### config.mk
export PLATFORM = sky130hd
export DESIGN_NAME = tensor_weight_join
export DESIGN_NICKNAME = d
export VERILOG_FILES = /design/src/rtl/tensor_weight_pkg.sv /design/src/rtl/tw_stream_fifo.sv /design/src/rtl/tensor_weight_join.sv
export SDC_FILE = /design/constraint.sdc
export NUM_CORES = 1
export LEC_CHECK = 0
export ABC_CLOCK_PERIOD_IN_PS = 9890
export CAP_MARGIN = 20
export CORE_MARGIN = 2
export CORE_UTILIZATION = 52
export CTS_CLUSTER_DIAMETER = 120
export DETAILED_ROUTE_END_ITERATION = 12
export PLACE_DENSITY = 0.73
export SLEW_MARGIN = 20
export SYNTH_ARGS = -nofsm -noshare
export SYNTH_HDL_FRONTEND = slang
export SYNTH_SLANG_ARGS = --single-unit
### constraint.sdc
create_clock -name ap_clk -period 9.89 [get_ports ap_clk]
set_input_delay 2.4725 -clock ap_clk [delete_from_list [all_inputs] [get_ports ap_clk]]
set_output_delay 2.4725 -clock ap_clk [all_outputs]
set_load 0.01 [all_outputs]
### src/rtl/tensor_weight_pkg.sv
// Shared constants, FSM state type and the lane saturation helper for the
// tensor weight join block.
package tensor_weight_pkg;

  localparam int LANE_W = 16;
  localparam int WORD_W = 32;
  localparam int N_LANES = WORD_W / LANE_W;

  // Clamp limits for one signed 16-bit lane.
  localparam logic [LANE_W-1:0] SAT_MAX = 16'h7FFF;
  localparam logic [LANE_W-1:0] SAT_MIN = 16'h8000;

  typedef enum logic [1:0] {
    ST_IDLE = 2'd0,
    ST_RUN  = 2'd1,
    ST_DONE = 2'd2
  } tw_state_e;

  // Signed saturating add of two lanes. The sum is formed one bit wider; when
  // the top two bits disagree the true result left the 16-bit range, and the
  // top bit tells which rail to clamp to.
  function automatic logic [LANE_W-1:0] sat_add_lane(input logic [LANE_W-1:0] a,
                                                     input logic [LANE_W-1:0] b);
    logic [LANE_W:0]   sum;
    logic [LANE_W-1:0] result;
    sum = {a[LANE_W-1], a} + {b[LANE_W-1], b};
    if (sum[LANE_W] != sum[LANE_W-1]) begin
      result = sum[LANE_W] ? SAT_MIN : SAT_MAX;
    end else begin
      result = sum[LANE_W-1:0];
    end
    return result;
  endfunction

endpackage

### src/rtl/tw_stream_fifo.sv
// Small show-ahead FIFO for one input stream. The head word is read straight
// from the storage array so a join can consume a word the cycle after it was
// written.
module tw_stream_fifo #(
  parameter int DEPTH = 4,
  parameter int WIDTH = 32
) (
  input  logic             clk,
  input  logic             srst,
  input  logic             push,
  input  logic             pop,
  input  logic [WIDTH-1:0] din,
  output logic [WIDTH-1:0] dout,
  output logic             full,
  output logic             empty
);

  localparam int AW = $clog2(DEPTH);
  localparam logic [AW:0] DEPTH_C = (AW + 1)'(DEPTH);

  logic [WIDTH-1:0] mem_reg [DEPTH];
  logic [AW-1:0]    wr_ptr_reg;
  logic [AW-1:0]    rd_ptr_reg;
  logic [AW:0]      count_reg;
  logic             do_push;
  logic             do_pop;

  // A full FIFO refuses the push even if a pop frees a slot this cycle; this
  // keeps the ack free of any dependency on the join.
  assign full    = (count_reg == DEPTH_C);
  assign empty   = (count_reg == '0);
  assign do_push = push && !full;
  assign do_pop  = pop && !empty;
  assign dout    = mem_reg[rd_ptr_reg];

  // Storage write; contents need no reset because the count gates every read.
  always_ff @(posedge clk) begin
    if (do_push) begin
      mem_reg[wr_ptr_reg] <= din;
    end
  end

  // Pointer and occupancy bookkeeping; pointers wrap naturally (power-of-two depth).
  always_ff @(posedge clk) begin
    if (srst) begin
      wr_ptr_reg <= '0;
      rd_ptr_reg <= '0;
      count_reg  <= '0;
    end else begin
      if (do_push) begin
        wr_ptr_reg <= wr_ptr_reg + AW'(1);
      end
      if (do_pop) begin
        rd_ptr_reg <= rd_ptr_reg + AW'(1);
      end
      case ({do_push, do_pop})
        2'b10:   count_reg <= count_reg + (AW + 1)'(1);
        2'b01:   count_reg <= count_reg - (AW + 1)'(1);
        default: count_reg <= count_reg;
      endcase
    end
  end

endmodule

### src/rtl/tensor_weight_join.sv
// Joins two packed-lane input streams pairwise into one output stream of
// lane-wise saturating sums, counted into frames of FRAME_LEN pairs with an
// ap_start/ap_done/ap_idle/ap_ready control handshake.
module tensor_weight_join
  import tensor_weight_pkg::*;
#(
  parameter int FIFO_DEPTH = 4,
  parameter int FRAME_LEN  = 64
) (
  input  logic              ap_clk,
  input  logic              ap_rst,
  input  logic              ap_start,
  output logic              ap_done,
  output logic              ap_idle,
  output logic              ap_ready,
  input  logic [WORD_W-1:0] Input_1_V_V,
  input  logic              Input_1_V_V_ap_vld,
  output logic              Input_1_V_V_ap_ack,
  input  logic [WORD_W-1:0] Input_2_V_V,
  input  logic              Input_2_V_V_ap_vld,
  output logic              Input_2_V_V_ap_ack,
  output logic [WORD_W-1:0] Output_1_V_V,
  output logic              Output_1_V_V_ap_vld,
  input  logic              Output_1_V_V_ap_ack
);

  localparam int CNT_W = (FRAME_LEN > 1) ? $clog2(FRAME_LEN) : 1;
  localparam logic [CNT_W-1:0] LAST_PAIR = CNT_W'(FRAME_LEN - 1);

  logic [1:0][WORD_W-1:0] in_word;
  logic [1:0]             in_vld;
  logic [1:0]             in_ack;
  logic [1:0]             fifo_push;
  logic [1:0]             fifo_full;
  logic [1:0]             fifo_empty;
  logic [1:0][WORD_W-1:0] fifo_head;
  logic [WORD_W-1:0]      sum_word;

  tw_state_e              state_reg;
  tw_state_e              state_next;
  logic [CNT_W-1:0]       pair_cnt_reg;
  logic [WORD_W-1:0]      out_data_reg;
  logic                   out_vld_reg;
  logic                   join_fire;
  logic                   last_pair;

  assign in_word[0] = Input_1_V_V;
  assign in_word[1] = Input_2_V_V;
  assign in_vld[0]  = Input_1_V_V_ap_vld;
  assign in_vld[1]  = Input_2_V_V_ap_vld;

  assign Input_1_V_V_ap_ack = in_ack[0];
  assign Input_2_V_V_ap_ack = in_ack[1];

  // A join needs a pair at both heads and a free (or draining) output slot.
  // The output ack only feeds the next register value, never the valid itself.
  assign join_fire = (state_reg == ST_RUN) && !fifo_empty[0] && !fifo_empty[1] &&
                     (!out_vld_reg || Output_1_V_V_ap_ack);
  assign last_pair = (pair_cnt_reg == LAST_PAIR);

  genvar gi;
  generate
    // One buffer per input; inputs are accepted whenever there is room,
    // regardless of FSM state, and never while reset is asserted.
    for (gi = 0; gi < 2; gi++) begin : g_in
      assign in_ack[gi]    = !fifo_full[gi] && !ap_rst;
      assign fifo_push[gi] = in_vld[gi] && in_ack[gi];

      tw_stream_fifo #(
        .DEPTH (FIFO_DEPTH),
        .WIDTH (WORD_W)
      ) u_fifo (
        .clk   (ap_clk),
        .srst  (ap_rst),
        .push  (fifo_push[gi]),
        .pop   (join_fire),
        .din   (in_word[gi]),
        .dout  (fifo_head[gi]),
        .full  (fifo_full[gi]),
        .empty (fifo_empty[gi])
      );
    end

    // Lane-wise saturating adders over the two FIFO heads.
    for (gi = 0; gi < N_LANES; gi++) begin : g_lane
      assign sum_word[gi*LANE_W +: LANE_W] =
        sat_add_lane(fifo_head[0][gi*LANE_W +: LANE_W], fifo_head[1][gi*LANE_W +: LANE_W]);
    end
  endgenerate

  // FSM state register.
  always_ff @(posedge ap_clk) begin
    if (ap_rst) begin
      state_reg <= ST_IDLE;
    end else begin
      state_reg <= state_next;
    end
  end

  // FSM next-state and control outputs; DONE lasts exactly one cycle.
  always_comb begin
    state_next = state_reg;
    ap_done    = 1'b0;
    ap_idle    = 1'b0;
    case (state_reg)
      ST_IDLE: begin
        ap_idle = 1'b1;
        if (ap_start) begin
          state_next = ST_RUN;
        end
      end
      ST_RUN: begin
        if (join_fire && last_pair) begin
          state_next = ST_DONE;
        end
      end
      ST_DONE: begin
        ap_done    = 1'b1;
        state_next = ap_start ? ST_RUN : ST_IDLE;
      end
      default: begin
        state_next = ST_IDLE;
      end
    endcase
  end

  assign ap_ready = ap_done;

  // Pair counter: one step per join, wrapping on the last pair of the frame.
  always_ff @(posedge ap_clk) begin
    if (ap_rst) begin
      pair_cnt_reg <= '0;
    end else if (join_fire) begin
      pair_cnt_reg <= last_pair ? '0 : pair_cnt_reg + CNT_W'(1);
    end
  end

  // Output register: loads on a join, holds until acked, so a word still
  // pending when the frame ends survives the DONE cycle.
  always_ff @(posedge ap_clk) begin
    if (ap_rst) begin
      out_data_reg <= '0;
      out_vld_reg  <= 1'b0;
    end else if (join_fire) begin
      out_data_reg <= sum_word;
      out_vld_reg  <= 1'b1;
    end else if (Output_1_V_V_ap_ack) begin
      out_vld_reg  <= 1'b0;
    end
  end

  assign Output_1_V_V        = out_data_reg;
  assign Output_1_V_V_ap_vld = out_vld_reg;

endmodule

### Word level (Yosys, flattened, before mapping)

Memory sizes are Yosys's and may differ from the RTL's. A register that Yosys moved wholly into a read port is not among the register bits.
Index checks and enable logic that the tools add are counted.

* flip-flop bits (word level): 55
* bits in latches: 0
* bits in writable memories: 256
* memory bits (read-only): 0
* output and inout port bits: 38
* word-level logic and storage cells: 85
* memories kept: 2

* $add $sub $neg: 11
* multiply operators: 0
* div/mod/pow operators: 0
* order comparisons: 0
* equality and inequality tests: 13
* shift-type cells: 0
* mux-type cells: 23
* bitwise logic cells: 0
* reductions and logical operators: 26

Memory list
* g_in[0].u_fifo.mem_reg: depth 4, width 32, rd ports 1, clocked after memory_dff 1, wr ports 1, line tw_stream_fifo.sv:21 `logic [WIDTH-1:0] mem_reg [DEPTH];`
* g_in[1].u_fifo.mem_reg: depth 4, width 32, rd ports 1, clocked after memory_dff 1, wr ports 1, line tw_stream_fifo.sv:21

Operators with widths (count)
* two-way mux 16 bit: 4
* adder 16 x 16 -> 17 bit: 2
* logical AND 1 bit: 12
* two-way mux 2 bit: 6
* one-hot mux 3 bit (2 select lines): 2
* two-way mux 1 bit: 9
* adder 2 x 1 -> 2 bit (second input constant): 4
* adder 3 x 1 -> 3 bit (second input constant): 2
* adder 6 x 1 -> 6 bit (second input constant): 1
* equality test 2 x 1 -> 1 bit (second input constant): 3
* equality test 2 bit (second input constant): 3
* equality test 3 bit (second input constant): 2
* equality test 6 bit (second input constant): 1
* logical NOT 1 bit: 6
* logical NOT 3 bit: 2
* two-way mux 6 bit: 1
* one-hot mux 2 bit (3 select lines): 1
* nonzero test 2 bit: 3
* subtractor 3 x 1 -> 3 bit (second input constant): 2
* logical NOT 2 bit: 1
* inequality test 1 bit: 2
* inequality test 2 x 1 -> 1 bit (second input constant): 1
* inequality test 2 bit (second input constant): 1
* AND reduction 2 bit: 1
* logical OR 1 bit: 1

### Longest topological paths before layout

* depth after elaboration: 8
* depth in mapped cells: 15
* mapped depth without buffers: 12

### By module

Synthesis repeated with hierarchy kept, for this count alone.

* cells, all modules: 876
* area, all modules: 13928.4 sq um

Modules (own cells, without submodules)
* tw_stream_fifo: times used 2, cells each 221, area an instance 5143.7 sq um
* tensor_weight_join: times used 1, cells each 434, area an instance 3641.0 sq um

### Worst setup path after synthesis

No wires, ideal clock.

* path kind: input to output
* from: input port ap_rst
* to: output port Input_1_V_V_ap_ack
* data arrival time: 2.816 ns
* required time: 7.418 ns
* setup slack: 4.601 ns
* cell stages on the path: 1
* cell sequence: a31oi_1

* cells in the longest elaborated chain, start to end: 2

Ends and longest elaborated chain
* start, declared: line tensor_weight_join.sv:11 `input logic ap_rst,`
* logical NOT 1 bit: line tensor_weight_join.sv:66 `assign in_ack[gi] = !fifo_full[gi] && !ap_rst;`
* logical AND 1 bit: line tensor_weight_join.sv:66
* end, declared: line tensor_weight_join.sv:18 `output logic Input_1_V_V_ap_ack,`

Every way passes these cells.

### Worst setup path in the final report

Same ends and word-level chain as after synthesis.

==> flow_summary_export.csv <==
group,metric,value,unit
status,status,"complete, no violations",
die,die-width,164,microns
clocking,clockBufferDepth,3,
timing,finalWorstSetupSlack,3.34,ns
grt,grt_usage,0.209,
place,place_ws,3.34,ns
power_and_ir_drop,power_switching,0.655,mW
place,gp_congestion,0.835,
timing,finalSetupViolations,0,
clocking,htreeDepth,1,
die,num_rows,58,
clocking,cts_setup_buffers,0,
grt,grt_max_degree,68,
clocking,cts_made_buffers,31,
layout,fin_nets,1063,
critical_path,required,7.42,ns
layout,syn2layout_area_growth,17.7,%
power_and_ir_drop,p_clk_frac,0.385,
place,dp_hpwl,17800,microns
yosys,seq_area_frac_synth,0.666,
die,pin_count,108,
timing,tightest_slew,0.998,ns
place,io_buffer_count,107,
layout,largest_reg_flops,256,
die,design.core.area,25200,sq um
timing,fmax,153,MHz
die,initial_utilization,0.529,
yosys,ys_ff_latch,315,
timing,rsz0062_at_grt,"no",
yosys,async_reset_ff_frac,0,
grt,grt_pass1_wl,42000,microns
yosys,synthTopCellsByArea,"edfxtp_1 (58%), mux4_2 (11%), dfxtp_1 (8.9%), ha_1 (4.0%), a21oi_1 (1.9%)",
yosys,synth.top_cell.area_share,0.577,
detailed_routing,wl_per_cell,21.2,microns
yosys,synth_edf_count,256,
timing,setup-tns-final,0,ns
grt,grt_overflow,0,
detailed_routing,vias_per_cell,5.76,
critical_path,endpoint_kind,"output port",
yosys,syn_area,13300,sq um
power_and_ir_drop,power_frac_seq,0.510,
clocking,cts_tree,"yes",
layout,utilization,0.623,
yosys,synth.largest_area_cell,"edfxtp_1",
power_and_ir_drop,peakVddDrop,0.140,mV
clocking,postCtsHoldBufs,0,
clocking,clk_pin_slew,0.06,ns
timing,fin_skew,0.0169,ns
hold_path,hold_path_depth,2,
layout,antennaDiodeCount,0,
critical_path,cp.arrival,4.08,ns
timing,hold_ws,0.459,ns
power_and_ir_drop,p_int,2.26,mW
yosys,synth_common_cells,"edfxtp_1 (256), mux4_2 (64), dfxtp_1 (59)",
hold_path,hold_path_startpoint,"Output_1_V_V[15]",
detailed_routing,ant_nets,0,
critical_path,crit_path_start,"ap_rst",
timing,min_period_over_period,0.663,
power_and_ir_drop,sw_frac_of_total,0.225,
yosys,synthesis.nets,949,
hold_path,hold_path.class,"flip-flop to flip-flop",
power_and_ir_drop,power_density,186,nW/um^2
clocking,clock-sinks,315,
clocking,clockRootBuffer,"clkbuf_16",
power_and_ir_drop,power,2.91,mW
power_and_ir_drop,power_frac_comb,0.105,
timing,fin_crit,6.55,ns
detailed_routing,drtIter0Drc,712,
grt,grt_pass1_vias,7381,
flow_run,maxCapViolCount,0,
layout,drive_gt1_frac,0.144,
yosys,synthFlopType,"edfxtp_1",
yosys,synth_most_common_cell,"edfxtp_1",
power_and_ir_drop,leakagePower,5.26,nW
yosys,ys_warn_count,0,
critical_path,path_class,"input port to output port",
grt,antenna_found_initial,0,
critical_path,start_kind,"input port",
detailed_routing,num_vias,7485,
clocking,insertion_delay,0.56,ns
yosys,ys_types,59,
die,die-area,26900,sq um
layout,fillers,1824,
die,dieHeight,164,microns
yosys,syn_area_per_cell,16.0,sq um
clocking,cts.repair.resized,0,
critical_path,ff2ff_path_depth,13,
detailed_routing,dr.pass1.iters,5,
detailed_routing,routed_wl,27600,microns
timing,maxSlewViolCount,0,
timing,slew_headroom,0.334,
timing,hold_viol,0,
yosys,synth_cells,832,
critical_path,cp_max_fo,31,
detailed_routing,detail_route.drc_violations,0,
[placed cells by master, fill, tap and decap left out, types with 31 or more instances in the layout]
cell / synthesis / layout
a21oi_1: 51 / 51
ha_1: 43 / 43
edfxtp_1: 256 / 256
o21ai_0: 43 / 43
mux4_2: 64 / 64
clkbuf_16: 0 / 31
clkdlybuf4s50_1: 0 / 107
nor2_1: 40 / 40
nand2_1: 32 / 32
dfxtp_1: 59 / 57
[per-layer routing]
layer | vias to the layer above | GRT usage | wire length, microns
li1 | 3469 | - | -
met2 | 198 | 0.345 | 13400
met5 | - | 0 | 0
met4 | 0 | 0.0486 | 425
met3 | 39 | 0.0321 | 1370
met1 | 3779 | 0.296 | 12400
[path summary, 6_finish.rpt]
check	end	slack, ns
min	Output_1_V_V[15]	0.46
min reg2reg	Output_1_V_V[15]	0.46
max	Input_1_V_V_ap_ack	3.34
max reg2reg	Output_1_V_V[25]	5.27
[power by group through the flow]
| stage | Sequential (mW) | Clock [mW] | Combinational (mW) |
|---|---|---|---|
| global route | 1.49 | 1.19 | 0.339 |
| CTS | 1.49 | 1.14 | 0.307 |
| detailed placement | 1.51 | 0 | 0.304 |
| floorplan | 1.51 | 0 | 0.205 |
| finish | 1.49 | 1.12 | 0.307 |
| global placement | 1.51 | 0 | 0.300 |
[kinds of logic (layout without fill, tap and decap cells)]
family	count (synthesis)	count (layout)	synth area share
XOR/XNOR	35	35	0.0230
multiplexers	65	65	0.109
flip-flops	315	315	0.666
AND/OR/NAND/NOR	142	142	0.0540
adder cells (fa/ha/maj)	68	68	0.0630
AO/OA/AOI/OAI	146	146	0.0668
buffers and inverters	61	198	0.0182
[area by class of cell]
type / instances / area, sq um / area share
clock buffer: 43 / 851 / 0.0543
tap: 330 / 413 / 0.0263
sequential: 315 / 8870 / 0.566
inverter: 30 / 113 / 0.00718
multi-input combinational: 456 / 4220 / 0.269
clock inverter: 13 / 109 / 0.00694
timing repair buffer: 112 / 1110 / 0.0707
[metrics by stage]
stage / instance area, sq um / std cells
floorplan: 13300 / 832
global placement: 14700 / 1243
detailed placement: 14700 / 1243
CTS: 15700 / 1299
finish: 15700 / 1299
global route: 15700 / 1299
[critical path, cell delays in order]
cell	delay, ns
clkdlybuf4s50_1	0.40
buf_4	0.24
a31oi_1	0.35
clkdlybuf4s50_1	0.61
Power figures use the tool's default switching activity.
